==> src/rtl/spi_frame_pkg.sv <==
// rtl/spi_frame_pkg.sv - shared widths and FSM state type for the SPI frame slave
package spi_frame_pkg;

    localparam int FRAME_W  = 128;
    localparam int PKT_W    = 32;
    localparam int BITCNT_W = 7;

    typedef enum logic [1:0] {
        ST_IDLE  = 2'd0,
        ST_LOAD  = 2'd1,
        ST_SHIFT = 2'd2
    } state_t;

endpackage

==> src/rtl/spi_frame_slave_pin_sync.sv <==
// rtl/spi_frame_slave_pin_sync.sv - multi-flop synchroniser for one SPI pin with edge strobes
//
// Ports:
//   clk, rst     system clock, asynchronous active-high reset
//   i_pin        raw asynchronous pin
//   o_level      synchronised level (SYNC_STAGES clk after the pin)
//   o_rise       one-cycle strobe, SYNC_STAGES+1 clk after a raw rising edge
//   o_fall       one-cycle strobe, SYNC_STAGES+1 clk after a raw falling edge
module spi_pin_sync #(
    parameter int   SYNC_STAGES = 2,
    parameter logic RESET_VAL   = 1'b0
) (
    input  logic clk,
    input  logic rst,
    input  logic i_pin,
    output logic o_level,
    output logic o_rise,
    output logic o_fall
);

    logic [SYNC_STAGES-1:0] r_sync;
    logic                   r_dly;
    logic                   r_rise;
    logic                   r_fall;
    logic                   w_level;

    assign w_level = r_sync[SYNC_STAGES-1];

    // Strobes are registered so that acting on them lands a consumer's
    // update exactly SYNC_STAGES+2 clk after the raw pin edge.
    always_ff @(posedge clk or posedge rst) begin
        if (rst) begin
            r_sync <= {SYNC_STAGES{RESET_VAL}};
            r_dly  <= RESET_VAL;
            r_rise <= 1'b0;
            r_fall <= 1'b0;
        end else begin
            r_sync <= {r_sync[SYNC_STAGES-2:0], i_pin};
            r_dly  <= w_level;
            r_rise <= w_level & ~r_dly;
            r_fall <= ~w_level & r_dly;
        end
    end

    assign o_level = w_level;
    assign o_rise  = r_rise;
    assign o_fall  = r_fall;

endmodule

==> src/rtl/spi_frame_slave.sv <==
// rtl/spi_frame_slave.sv - oversampled SPI mode-0 slave: 128-bit frames out on MISO, 32-bit packets in from MOSI
//
// Optional build macro: SPI_MISO_TRISTATE_EN (MISO released to Z while deselected).
//
// Ports:
//   clk, rst     system clock (>= 10x SCK), asynchronous active-high reset
//   SCK, MOSI    raw SPI clock and data in (mode 0, MSB first)
//   CS_N         raw chip select, active low
//   MISO         SPI data out, MSB first
//   TxFrame      frame to transmit, held stable by the framer
//   TxGetNext    toggles on every frame load (request for the next frame)
//   RxPacket     last complete 32-bit packet received
//   PktComplete  toggles on every completed packet
//   CS           synchronised chip select, 1 = deselected
module spi_frame_slave
    import spi_frame_pkg::*;
#(
    parameter int SYNC_STAGES = 2
) (
    input  logic               clk,
    input  logic               rst,
    input  logic               SCK,
    input  logic               MOSI,
    input  logic               CS_N,
    output logic               MISO,
    input  logic [FRAME_W-1:0] TxFrame,
    output logic               TxGetNext,
    output logic [PKT_W-1:0]   RxPacket,
    output logic               PktComplete,
    output logic               CS
);

    logic w_sck_rise;
    logic w_sck_fall;
    logic w_sck_level;
    logic w_mosi;
    logic w_cs;
    logic [3:0] w_unused_edges;

    logic w_mosi_rise;
    logic w_mosi_fall;
    logic w_cs_rise;
    logic w_cs_fall;

    spi_pin_sync #(.SYNC_STAGES(SYNC_STAGES), .RESET_VAL(1'b0)) u_sync_sck (
        .clk     (clk),
        .rst     (rst),
        .i_pin   (SCK),
        .o_level (w_sck_level),
        .o_rise  (w_sck_rise),
        .o_fall  (w_sck_fall)
    );

    spi_pin_sync #(.SYNC_STAGES(SYNC_STAGES), .RESET_VAL(1'b0)) u_sync_mosi (
        .clk     (clk),
        .rst     (rst),
        .i_pin   (MOSI),
        .o_level (w_mosi),
        .o_rise  (w_mosi_rise),
        .o_fall  (w_mosi_fall)
    );

    spi_pin_sync #(.SYNC_STAGES(SYNC_STAGES), .RESET_VAL(1'b1)) u_sync_cs (
        .clk     (clk),
        .rst     (rst),
        .i_pin   (CS_N),
        .o_level (w_cs),
        .o_rise  (w_cs_rise),
        .o_fall  (w_cs_fall)
    );

    // Only SCK needs edge strobes; CS is acted on by level so the LOAD
    // cycle lands one clk earlier than a strobe would allow.
    assign w_unused_edges = {w_mosi_rise, w_mosi_fall, w_cs_rise, w_cs_fall ^ w_sck_level};

    state_t                r_state;
    state_t                w_next_state;
    logic                  w_load;

    logic [FRAME_W-1:0]    r_tx_sr;
    logic [PKT_W-1:0]      r_rx_sr;
    logic [PKT_W-1:0]      r_rx_packet;
    logic [BITCNT_W-1:0]   r_bitcnt;
    logic                  r_wrapped;
    logic                  r_miso;
    logic                  r_tx_get_next;
    logic                  r_pkt_complete;

    logic                  w_shift_active;
    logic                  w_rx_take;
    logic                  w_tx_step;
    logic                  w_tx_reload;
    logic                  w_pkt_done;

    always_ff @(posedge clk or posedge rst) begin
        if (rst) begin
            r_state <= ST_IDLE;
        end else begin
            r_state <= w_next_state;
        end
    end

    // Deselect wins over everything, including a same-cycle SCK strobe.
    always_comb begin
        w_next_state = r_state;
        w_load       = 1'b0;
        case (r_state)
            ST_IDLE: begin
                if (!w_cs) begin
                    w_next_state = ST_LOAD;
                end
            end
            ST_LOAD: begin
                if (w_cs) begin
                    w_next_state = ST_IDLE;
                end else begin
                    w_load       = 1'b1;
                    w_next_state = ST_SHIFT;
                end
            end
            ST_SHIFT: begin
                if (w_cs) begin
                    w_next_state = ST_IDLE;
                end
            end
            default: begin
                w_next_state = ST_IDLE;
            end
        endcase
    end

    assign w_shift_active = (r_state == ST_SHIFT) && !w_cs;
    assign w_rx_take      = w_shift_active && w_sck_rise;
    assign w_pkt_done     = w_rx_take && (r_bitcnt[4:0] == 5'd31);
    // A fall with bitcnt==0 is either the first fall of a select (ignored)
    // or the fall that closes a full frame (reload the next one).
    assign w_tx_step      = w_shift_active && w_sck_fall && (r_bitcnt != '0);
    assign w_tx_reload    = w_shift_active && w_sck_fall && (r_bitcnt == '0) && r_wrapped;

    always_ff @(posedge clk or posedge rst) begin
        if (rst) begin
            r_tx_sr        <= '0;
            r_rx_sr        <= '0;
            r_rx_packet    <= '0;
            r_bitcnt       <= '0;
            r_wrapped      <= 1'b0;
            r_miso         <= 1'b0;
            r_tx_get_next  <= 1'b0;
            r_pkt_complete <= 1'b0;
        end else if (w_cs) begin
            // Deselected: drop partial rx/tx state, keep the last packet.
            r_rx_sr   <= '0;
            r_bitcnt  <= '0;
            r_wrapped <= 1'b0;
            r_miso    <= 1'b0;
        end else if (w_load) begin
            r_tx_sr       <= TxFrame;
            r_miso        <= TxFrame[FRAME_W-1];
            r_tx_get_next <= ~r_tx_get_next;
            r_bitcnt      <= '0;
            r_wrapped     <= 1'b0;
        end else begin
            if (w_rx_take) begin
                r_rx_sr  <= {r_rx_sr[PKT_W-2:0], w_mosi};
                r_bitcnt <= r_bitcnt + BITCNT_W'(1);
                if (r_bitcnt == BITCNT_W'(FRAME_W - 1)) begin
                    r_wrapped <= 1'b1;
                end
                if (w_pkt_done) begin
                    r_rx_packet    <= {r_rx_sr[PKT_W-2:0], w_mosi};
                    r_pkt_complete <= ~r_pkt_complete;
                end
            end
            if (w_tx_step) begin
                r_tx_sr <= {r_tx_sr[FRAME_W-2:0], 1'b0};
                r_miso  <= r_tx_sr[FRAME_W-2];
            end
            if (w_tx_reload) begin
                r_tx_sr       <= TxFrame;
                r_miso        <= TxFrame[FRAME_W-1];
                r_tx_get_next <= ~r_tx_get_next;
                r_wrapped     <= 1'b0;
            end
        end
    end

`ifdef SPI_MISO_TRISTATE_EN
    assign MISO = w_cs ? 1'bz : r_miso;
`else
    assign MISO = w_cs ? 1'b0 : r_miso;
`endif

    assign CS          = w_cs;
    assign TxGetNext   = r_tx_get_next;
    assign RxPacket    = r_rx_packet;
    assign PktComplete = r_pkt_complete;

endmodule

==> config.mk <==
export PLATFORM = sky130hd
export DESIGN_NAME = spi_frame_slave
export DESIGN_NICKNAME = d
export VERILOG_FILES = /design/src/rtl/spi_frame_pkg.sv /design/src/rtl/spi_frame_slave_pin_sync.sv /design/src/rtl/spi_frame_slave.sv
export SDC_FILE = /design/constraint.sdc
export NUM_CORES = 1
export LEC_CHECK = 0
export BUFFER_PORTS_ARGS = -buffer_cell sky130_fd_sc_hd__clkbuf_2
export CAP_MARGIN = 20
export CORE_MARGIN = 10
export CORE_UTILIZATION = 50
export CTS_CLUSTER_SIZE = 12
export DETAILED_ROUTE_END_ITERATION = 10
export PLACE_DENSITY = 0.82
export SETUP_SLACK_MARGIN = 0.2
export SLEW_MARGIN = 20
export SYNTH_ARGS = -nofsm -noshare
export SYNTH_HDL_FRONTEND = slang
export SYNTH_SLANG_ARGS = --single-unit
==> constraint.sdc <==
create_clock -name clk -period 7.25 [get_ports clk]
set_input_delay 0.3625 -clock clk [delete_from_list [all_inputs] [get_ports clk]]
set_output_delay 0.3625 -clock clk [all_outputs]
set_load 0.005 [all_outputs]
==> metrics.md <==
| Metric | Value |
|---|---|
| Status | finished, final reports clean |
| Fin. max-slew vios | 0 |
| Row cnt | 50 |
| Most numerous cell on the critical path | sky130_fd_sc_hd__mux2_2 |
| Share of synthesized flip-flops with an asynchronous set or reset | 1.00 |
| DR vias | 5840 |
| Number of sinks on the clock net | 212 |
| DRC errors left | 0 |
| Register-to-register setup slack | 3710 ps |
| Via count of the first global-routing pass | 6194 |
| Pin count of the biggest net entering global routing | 137 |
| Number of flops mapped to enable cells by yosys | 0 |
| Count of cell types in the netlist | 37 |
| Unrepaired setup endpoints after global routing | no |
| Maximum buffer depth of the clock tree | 3 |
| Per-cell via count in the routed design | 5.19 |
| Final worst setup slack | 3710 ps |
| Number of detailed-route iterations in the first pass | 4 |
| Net count of the mapped netlist | 828 |
| CTS clk-pin slew, worst paths | 60 ps |
| Core Area | 18800 um2 |
| Post-detailed-routing wire length | 19.2 mm |
| Slowest stage cell on the critical path | sky130_fd_sc_hd__buf_4 |
| Global router's overall resource usage | 0.148 |
| Number of buffers inserted by port buffering | 168 |
| Sequential share of the synthesized area | 0.549 |
| Minimum clock period | 3540 ps |
| Share of the cycle needed by the critical path after routing | 0.489 |
| Maximum fanout encountered on the critical timing path | 72 |
| Number of buffers and inverters on the critical path | 2 |
| Area enclosed by the die boundary | 25300 um2 |
| Vertical die dimension | 159 um |
| Data required time at the worst endpoint | 7630 ps |
| Number of instances in the placed design | 1085 |
| Mean Syn Cell Area | 14.0 um2 |
| Worst hold margin | 30.7 ps |
| Worst slack at placement | 3740 ps |
| Maximum level of the CTS H-tree | 1 |
| Number of antenna violations at the first check in global routing | 0 |
| Number of antenna-violating nets in the routed design | 0 |
| Ports placed on the boundary | 169 |
| Number of buffers added by the clock tree synthesis step | 23 |
| Power density normalized to cell area | 320 nW/um2 |
| Kind of launch point of the worst setup path | flop |
| Total number of yosys warnings | 0 |
| Worst-case vdd ir drop | 0.000236 V |
| Wire length of the first global-routing pass | 32.2 mm |
| Crit. End Element | flop |
| Worst rel slew slack | 0.291 |
| Die width | 159 um |
| Arr. time, crit path | 3920 ps |
| Post-CTS resize count | 0 |
| Critical Path Max Stage Delay | 820 ps |
| Number of setup violations in the final report | 0 |
| Number of cells produced by synthesis | 692 |
| Worst-skew pair later-pin latency | 500 ps |
| Number of hold buffers added after CTS | 3 |
| Starting utilization of the core area | 0.513 |
| CTS tree | yes |
| Overflow left after global routing | 0 |
| Cell chain of the critical path | inv_1 > ha_1 > nor4b_1 > a41o_4 > buf_4 > mux2_2 > mux2_2 |
| Worst setup path class | flop to flop |
| Leading post-synthesis cells by cell area | sky130_fd_sc_hd__dfrtp_1 54%, sky130_fd_sc_hd__mux2_2 29%, sky130_fd_sc_hd__mux2_4 4.5%, sky130_fd_sc_hd__nand2_1 2.6%, sky130_fd_sc_hd__a21oi_1 1.8% |
| Postcts setup bufs | 0 |
| Weighted congestion reported at the end of routability-driven placement | 0.758 |
| Maximum capacitance violations | 0 |
| Total half-perimeter wirelength after legalization and detailed placement | 12.9 mm |
| Worst hold-check path type | primary input to asynchronous set/reset pin |
| Actual slew at the worst max-slew pin | 1060 ps |
| Layout Area Growth over Synthesis | 18.1% |
| Setup tns final | 0 ps |
| Net count of the finished layout | 989 |
| Diode insertion count for antenna repair | 0 |
| Post-synth top flop | sky130_fd_sc_hd__dfrtp_1 |
| Clock skew | 8.28 ps |
| Post-synth top area cell | sky130_fd_sc_hd__dfrtp_1 |
| Crit-path leading delay family | buffers and inverters |
| #FFs+latches synth | 212 |
| Number of failing hold endpoints at the final stage | 0 |
| Synth top area share | 0.544 |
| 1st-iter DRT viols | 223 |
| CTS root buffer | sky130_fd_sc_hd__clkbuf_16 |
| Maximum operating frequency | 282 MHz |
| Non-filler instance count after layout | 1126 |
| Static leakage | 5.36 nW |
| Proportion of layout cells with a drive suffix above 1 | 0.574 |
| Synthesized area | 9660 um2 |
| Wire length per cell after detailed routing | 17.0 um |
worst reg2reg max path, stage by stage (launching register included):
cell	delay, ps
sky130_fd_sc_hd__dfrtp_1	410
sky130_fd_sc_hd__inv_1	70
sky130_fd_sc_hd__ha_1	150
sky130_fd_sc_hd__nor4b_1	440
sky130_fd_sc_hd__a41o_4	750
sky130_fd_sc_hd__buf_4	870
sky130_fd_sc_hd__mux2_2	470
sky130_fd_sc_hd__mux2_2	260
layout make-up:
cell class,count,area [um2]
fillers,1425,7420
flip-flops and latches,212,5310
multi-input cells,433,4120
repair buffers,179,931
clock buffers,33,673
well taps,260,325
clock inverters,5,28.8
inverters,4,22.5
per-stage QoR:
step           power (mW)  utilization  instance area [um2]
5_1_grt              3.87        0.606                11400
3_3_place_gp         2.55        0.567                10700
6_report             3.65        0.606                11400
4_1_cts              3.71        0.606                11400
3_5_place_dp         2.61        0.567                10700
2_1_floorplan        2.42            -                 9660
synthesized netlist by cell type, types with 3 or more instances:
cell / number
sky130_fd_sc_hd__nor3_1: 5
sky130_fd_sc_hd__ha_1: 3
sky130_fd_sc_hd__mux2_4: 29
sky130_fd_sc_hd__nor2b_1: 4
sky130_fd_sc_hd__buf_6: 9
sky130_fd_sc_hd__buf_2: 19
sky130_fd_sc_hd__xor2_1: 3
sky130_fd_sc_hd__dfrtp_1: 210
sky130_fd_sc_hd__clkbuf_1: 10
sky130_fd_sc_hd__mux2_2: 249
sky130_fd_sc_hd__nand2b_1: 3
sky130_fd_sc_hd__inv_1: 4
sky130_fd_sc_hd__mux2_1: 6
sky130_fd_sc_hd__nor2_1: 6
sky130_fd_sc_hd__buf_1: 5
sky130_fd_sc_hd__a21oi_1: 34
sky130_fd_sc_hd__nand2_1: 66
power breakdown:
group          internal, mW  switching (mW)  total [mW]  leakage (nW)
Sequential             1.53           0.173        1.71          2.72
Clock                 0.640           0.440        1.08         0.351
Combinational         0.601           0.264       0.865          2.29
path summary, 6_finish.rpt:
path | startpoint | endpoint | cells after the start
min reg2reg | u_sync_mosi.r_sync[0] | u_sync_mosi.r_sync[1] | 0
max | r_bitcnt[0] | r_tx_sr[81] | 7
max reg2reg | r_bitcnt[0] | r_tx_sr[81] | 7
max in group asynchronous | rst | RxPacket[14] | 3
min in group clk | TxFrame[0] | r_tx_sr[0] | 2
min | rst | r_tx_sr[55] | 2
state kept, by name (all words and copies together) (netlist names):
| name | count |
|---|---|
| r_tx_sr | 127 |
| RxPacket | 32 |
| r_rx_sr | 31 |
| r_bitcnt | 7 |
| r_state | 2 |
| u_sync_cs.r_sync | 2 |
| u_sync_mosi.r_sync | 2 |
| u_sync_sck.r_sync | 2 |
| PktComplete | 1 |
| TxGetNext | 1 |
| r_miso | 1 |
| r_wrapped | 1 |
| u_sync_sck.o_fall | 1 |
| u_sync_sck.o_rise | 1 |
| u_sync_sck.r_dly | 1 |
layer usage:
metal | global-route usage | vias up | part of all wire
met1 | 0.199 | 2925 | 0.45
met2 | 0.236 | 135 | 0.48
met5 | 0 | - | 0
met4 | 0.0366 | 0 | 0.014
li1 | - | 2761 | -
met3 | 0.0367 | 19 | 0.060
cell families after synthesis:
| family | synth area share |
|---|---|
| AOI/OAI and AO/OA | 0.0273 |
| xor gates and xnor gates | 0.00453 |
| adders and majority gates | 0.00389 |
| buffers and inverters | 0.0277 |
| DFF | 0.549 |
| muxes | 0.342 |
| and+or+nand+nor | 0.0448 |
cells in the final DEF (no fill, tap or decap), drive strengths merged, types with 2 or more instances in the layout:
master,Yosys,final
a21oi,34,34
a22o,2,2
and3b,2,2
buf,33,8
clkbuf,10,201
clkinv,0,4
dfrtp,210,210
dfstp,2,2
dlygate4sd3,0,3
ha,3,3
inv,4,5
mux2,284,284
nand2,66,66
nand2b,3,3
nand3,2,2
nand4,2,2
nor2,6,6
nor2b,4,4
nor3,5,5
o21ai,2,2
o31ai,2,2
xnor2,2,2
xor2,3,3
No activity file was read; power rests on OpenSTA's default activity.
